File: config.mk
export PLATFORM = sky130hd
export DESIGN_NAME = reg_file
export DESIGN_NICKNAME = d
export VERILOG_FILES = /design/src/rtl/reg_file.sv
export SDC_FILE = /design/constraint.sdc
export NUM_CORES = 2
export LEC_CHECK = 0
export BUFFER_PORTS_ARGS = -buffer_cell sky130_fd_sc_hd__buf_4
export CAP_MARGIN = 5
export CORE_MARGIN = 3
export CORE_UTILIZATION = 40
export DETAILED_ROUTE_END_ITERATION = 16
export HOLD_SLACK_MARGIN = 0.12
export SLEW_MARGIN = 40
export SYNTH_ARGS = -nofsm -noshare
export SYNTH_HDL_FRONTEND = slang
export SYNTH_SLANG_ARGS = --single-unit
export TNS_END_PERCENT = 5
File: constraint.sdc
create_clock -name clk -period 39.2 [get_ports clk]
set_clock_uncertainty 0.15 [all_clocks]
set_input_delay 7.84 -clock clk [delete_from_list [all_inputs] [get_ports clk]]
set_output_delay 7.84 -clock clk [all_outputs]
set_load 0.01 [all_outputs]
File: src/rtl/reg_file.sv
// Architectural register file with rename (busy/tag) tracking for a ROB-based core.
// Commit writes values and retires busy bits; rename claims destinations; reads are combinational with commit bypass.
module reg_file #(
  parameter int XLEN  = 32,
  parameter int TAG_W = 4
) (
  input  logic             clk,
  input  logic             rst,
  input  logic             rdy,
  input  logic             commit_en,
  input  logic [4:0]       commit_addr,
  input  logic [XLEN-1:0]  commit_value,
  input  logic [TAG_W-1:0] commit_tag,
  input  logic             rename_en,
  input  logic [4:0]       rename_addr,
  input  logic [TAG_W-1:0] rename_tag,
  input  logic             flush,
  input  logic [4:0]       rs1_addr,
  input  logic [4:0]       rs2_addr,
  output logic [XLEN-1:0]  rs1_value,
  output logic [XLEN-1:0]  rs2_value,
  output logic             rs1_busy,
  output logic             rs2_busy,
  output logic [TAG_W-1:0] rs1_tag,
  output logic [TAG_W-1:0] rs2_tag
);

  localparam int NREG = 32;

  logic [XLEN-1:0]  regs_q [NREG];
  logic [XLEN-1:0]  regs_d [NREG];
  logic [TAG_W-1:0] tags_q [NREG];
  logic [TAG_W-1:0] tags_d [NREG];
  logic [NREG-1:0]  busy_q;
  logic [NREG-1:0]  busy_d;

  logic commit_wr_s;
  logic commit_match_s;
  logic rename_wr_s;

  logic [4:0]       rd_addr_s  [2];
  logic [XLEN-1:0]  rd_value_s [2];
  logic             rd_busy_s  [2];
  logic [TAG_W-1:0] rd_tag_s   [2];

  // x0 is hardwired: neither commit nor rename may touch it
  assign commit_wr_s    = commit_en && (commit_addr != 5'd0);
  assign commit_match_s = commit_wr_s && busy_q[commit_addr] &&
                          (tags_q[commit_addr] == commit_tag);
  assign rename_wr_s    = rename_en && (rename_addr != 5'd0) && !flush;

  always_comb begin
    regs_d = regs_q;
    busy_d = busy_q;
    tags_d = tags_q;
    if (commit_wr_s) begin
      regs_d[commit_addr] = commit_value;
    end else begin
      regs_d[0] = '0;
    end
    if (flush) begin
      busy_d = '0;
    end else begin
      // rename is applied last so it wins over a same-address retire
      if (commit_match_s) begin
        busy_d[commit_addr] = 1'b0;
      end else begin
        busy_d[0] = 1'b0;
      end
      if (rename_wr_s) begin
        busy_d[rename_addr] = 1'b1;
        tags_d[rename_addr] = rename_tag;
      end else begin
        busy_d[0] = 1'b0;
      end
    end
  end

  always_ff @(posedge clk or posedge rst) begin
    if (rst) begin
      for (int i = 0; i < NREG; i++) begin
        regs_q[i] <= '0;
        tags_q[i] <= '0;
      end
      busy_q <= '0;
    end else if (rdy) begin
      regs_q <= regs_d;
      tags_q <= tags_d;
      busy_q <= busy_d;
    end
  end

  assign rd_addr_s[0] = rs1_addr;
  assign rd_addr_s[1] = rs2_addr;

  for (genvar p = 0; p < 2; p++) begin : g_rd
    always_comb begin
      rd_value_s[p] = regs_q[rd_addr_s[p]];
      rd_busy_s[p]  = busy_q[rd_addr_s[p]];
      rd_tag_s[p]   = tags_q[rd_addr_s[p]];
      if (rd_addr_s[p] == 5'd0) begin
        rd_value_s[p] = '0;
        rd_busy_s[p]  = 1'b0;
        rd_tag_s[p]   = '0;
      end else if (commit_match_s && (commit_addr == rd_addr_s[p])) begin
        rd_value_s[p] = commit_value;
        rd_busy_s[p]  = 1'b0;
      end else begin
        rd_busy_s[p]  = busy_q[rd_addr_s[p]];
      end
    end
  end

  assign rs1_value = rd_value_s[0];
  assign rs1_busy  = rd_busy_s[0];
  assign rs1_tag   = rd_tag_s[0];
  assign rs2_value = rd_value_s[1];
  assign rs2_busy  = rd_busy_s[1];
  assign rs2_tag   = rd_tag_s[1];

endmodule

==> flow_summary.json <==
{
  "status": "completed",
  "setup_viol": 0,
  "arrival_ns": 12.53,
  "cts_tree": "done",
  "min_to": "tags_q[124]",
  "port_buffers": 139,
  "cts.reportedPaths.clkPinSlew_ns": 0.06,
  "yosysMostFrequentCell": "dfrtp_1",
  "fmax_mhz": 48.73,
  "die_area_um2": 169300,
  "critical_path_class": "in2out",
  "finalMaxSlewViolations": 0,
  "synth_top_area_cell": "dfrtp_1",
  "finalSetupTns_ns": 0,
  "dr.pass1.iters": 7,
  "dieWidth_um": 411.5,
  "grt_overflow_total": 0,
  "hold_class": "reg2reg",
  "seq_area_um2": 29630,
  "finalPower_uw": 3360,
  "initial_utilization_pct": 40.35,
  "fillers": 14330,
  "drtIter0Drc": 3797,
  "clockBufferDepth": 3,
  "yosysSeqAreaShare_pct": 45.06,
  "grt_usage_pct": 24.05,
  "cts-buffers-inserted": 139,
  "core.rowCount": 148,
  "hold_path_depth": 0,
  "synth_area_um2": 65760,
  "synth_commonest_cells": "dfrtp_1, mux2_2, mux4_2, clkbuf_1, mux2i_1",
  "synth-edff-count": 0,
  "synth_nets": 4291,
  "max-slew-margin-rel_pct": 35.32,
  "cp_slowest_cell": "buf_4",
  "drv_cap": 0,
  "multiInputGateArea_um2": 34410,
  "p_per_area_nw_per_um2": 45.64,
  "required_ns": 31.21,
  "ff2ff_setup_slack_ns": 35.97,
  "hold_path.startpoint": "tags_q[124]",
  "grt_pass1_vias": 42430,
  "ioPinCount": 140,
  "drive_gt1_share_pct": 55.38,
  "cp-end-kind": "output pin",
  "areaGrowthSynthToFinish_pct": 11.94,
  "post_cts_resized": 0,
  "drt-total-wl_mm": 202.4,
  "synth.distinct_cells": 66,
  "grt_max_degree": 154,
  "fin_crit_ns": 20.52,
  "clock-root-buffer": "clkbuf_16",
  "rsz0062_at_grt": "no",
  "hold_viol": 0,
  "r2r-start": "tags_q[34]",
  "async_flop_share_pct": 100.0,
  "postRouteAntennaNets": 0,
  "cts_hold_buf": 0,
  "antenna_found_initial": 5,
  "post_cts_buffers": 0,
  "ys_ff_latch": 1184,
  "yosys_warnings": 0,
  "whs_ns": 0.2781,
  "path_cells": "buf_8, buf_4, buf_6, buf_6, xor2_1, nor3_1, o2111ai_1, nor4_4, buf_6, mux2i_1, buf_4",
  "cts_max_level": 4,
  "cp-start-kind": "input pin",
  "leakagePower_uw": 0.03189,
  "path_max_fanout": 60,
  "clkSinkCount": 1184,
  "hpwl_mm": 112.6,
  "die_height_um": 411.5,
  "r2r_cells": 8,
  "synth_area_leaders": "dfrtp_1, mux4_2, mux2_2",
  "vias": 40730,
  "route.detailed.drc": 0,
  "syn_inst": 4225,
  "core_um2": 163000,
  "syn_area_per_cell_um2": 15.56,
  "wl_per_cell_um": 31.49,
  "crit_path_max_incr_delay_ns": 0.68,
  "peakVddDrop_mv": 0.04248,
  "crit_top_cell": "buf_6",
  "synthFlopType": "dfrtp_1",
  "grt_pass1_wl_mm": 299.2,
  "nets": 4214,
  "timing.rr.end": "busy_q[29]",
  "tightest_slew_ns": 0.9667,
  "clkLatencyLatePin_ns": 0.80,
  "place.gp.congestion": 0.8434,
  "viasPerCell": 6.338,
  "fin_crit_sh_pct": 52.35,
  "netlist.area_leader.share_pct": 45.06
}
## cell families after synthesis
kind of cell,Yosys count,share of synthesized area (%)
XOR/XNOR,12,0.1827
buffers and inverters,469,3.088
multiplexers,1996,46.69
AO/OA/AOI/OAI,188,1.985
AND/OR/NAND/NOR,376,3.001
flip-flops,1184,45.06
## power breakdown
group / switching, uW / internal [uW]
Combinational: 235 / 333
Sequential: 108 / 1370
Clock: 548 / 765
## sequential cells by signal (all words and copies together) (netlist names)
name,cells
busy_q,32
regs_q,1024
tags_q,128
## how the worst max path moves through the flow
stage / startpoint / to
after global routing: rs2_addr[0] / rs2_value[12]
after global placement: rs2_addr[0] / rs2_value[12]
final: rs2_addr[0] / rs2_value[12]
after floorplan: rst / busy_q[0]
after detailed placement: rs2_addr[0] / rs2_value[12]
after CTS: rs2_addr[0] / rs2_value[12]
## cell type report
class / count / share of cell area [%]
Tap cell: 2175 / 3.697
Inverter: 26 / 0.1377
Clock inverter: 36 / 0.5762
Multi-Input combinational cell: 2572 / 46.75
Timing Repair Buffer: 225 / 2.917
Sequential cell: 1184 / 40.25
Antenna cell: 1 / 0.003400
Clock buffer: 208 / 5.669
## stage by stage
step                      instance area, um^2  cells  setup slack (ns)  utilization, %
after floorplan                         65760   4225             14.86               -
after global placement                  68470   6168             17.87           42.02
after detailed placement                68910   6179             18.60           42.29
after CTS                               73510   6423             18.58           45.11
after global routing                    73610   6426             18.35           45.17
final                                   73610   6427             18.68           45.17
## critical path: cells and delay by family
kind            cells  cell delay (ns)
mux                 1             0.52
xor+xnor            1             0.13
compound gates      1             0.20
buf+inv             6             3.10
simple gates        2             0.43
## layout by cell type, fill, tap and decap left out, types with 10 or more instances in the layout
cell	n
a21oi_1	13
a31oi_1	24
and2_1	37
buf_12	12
buf_4	166
buf_6	34
clkbuf_1	30
clkbuf_16	144
clkbuf_8	37
clkinv_2	17
dfrtp_1	1184
inv_1	25
mux2_2	1107
mux2i_1	141
mux4_2	746
nand2_1	114
nand2b_1	64
nand3_1	10
nor2_1	42
nor2_4	20
nor3_1	19
o211ai_1	66
o21ai_0	30
o22ai_1	25
## layer usage
metal,track usage (%),wire [um],vias to the layer above
li1,-,-,16330
met1,33.59,86430,22460
met2,37.82,95930,1562
met3,4.840,13580,381
met4,7.738,6396,4
met5,0,29,-
No activity file was read; power rests on OpenSTA's default activity.
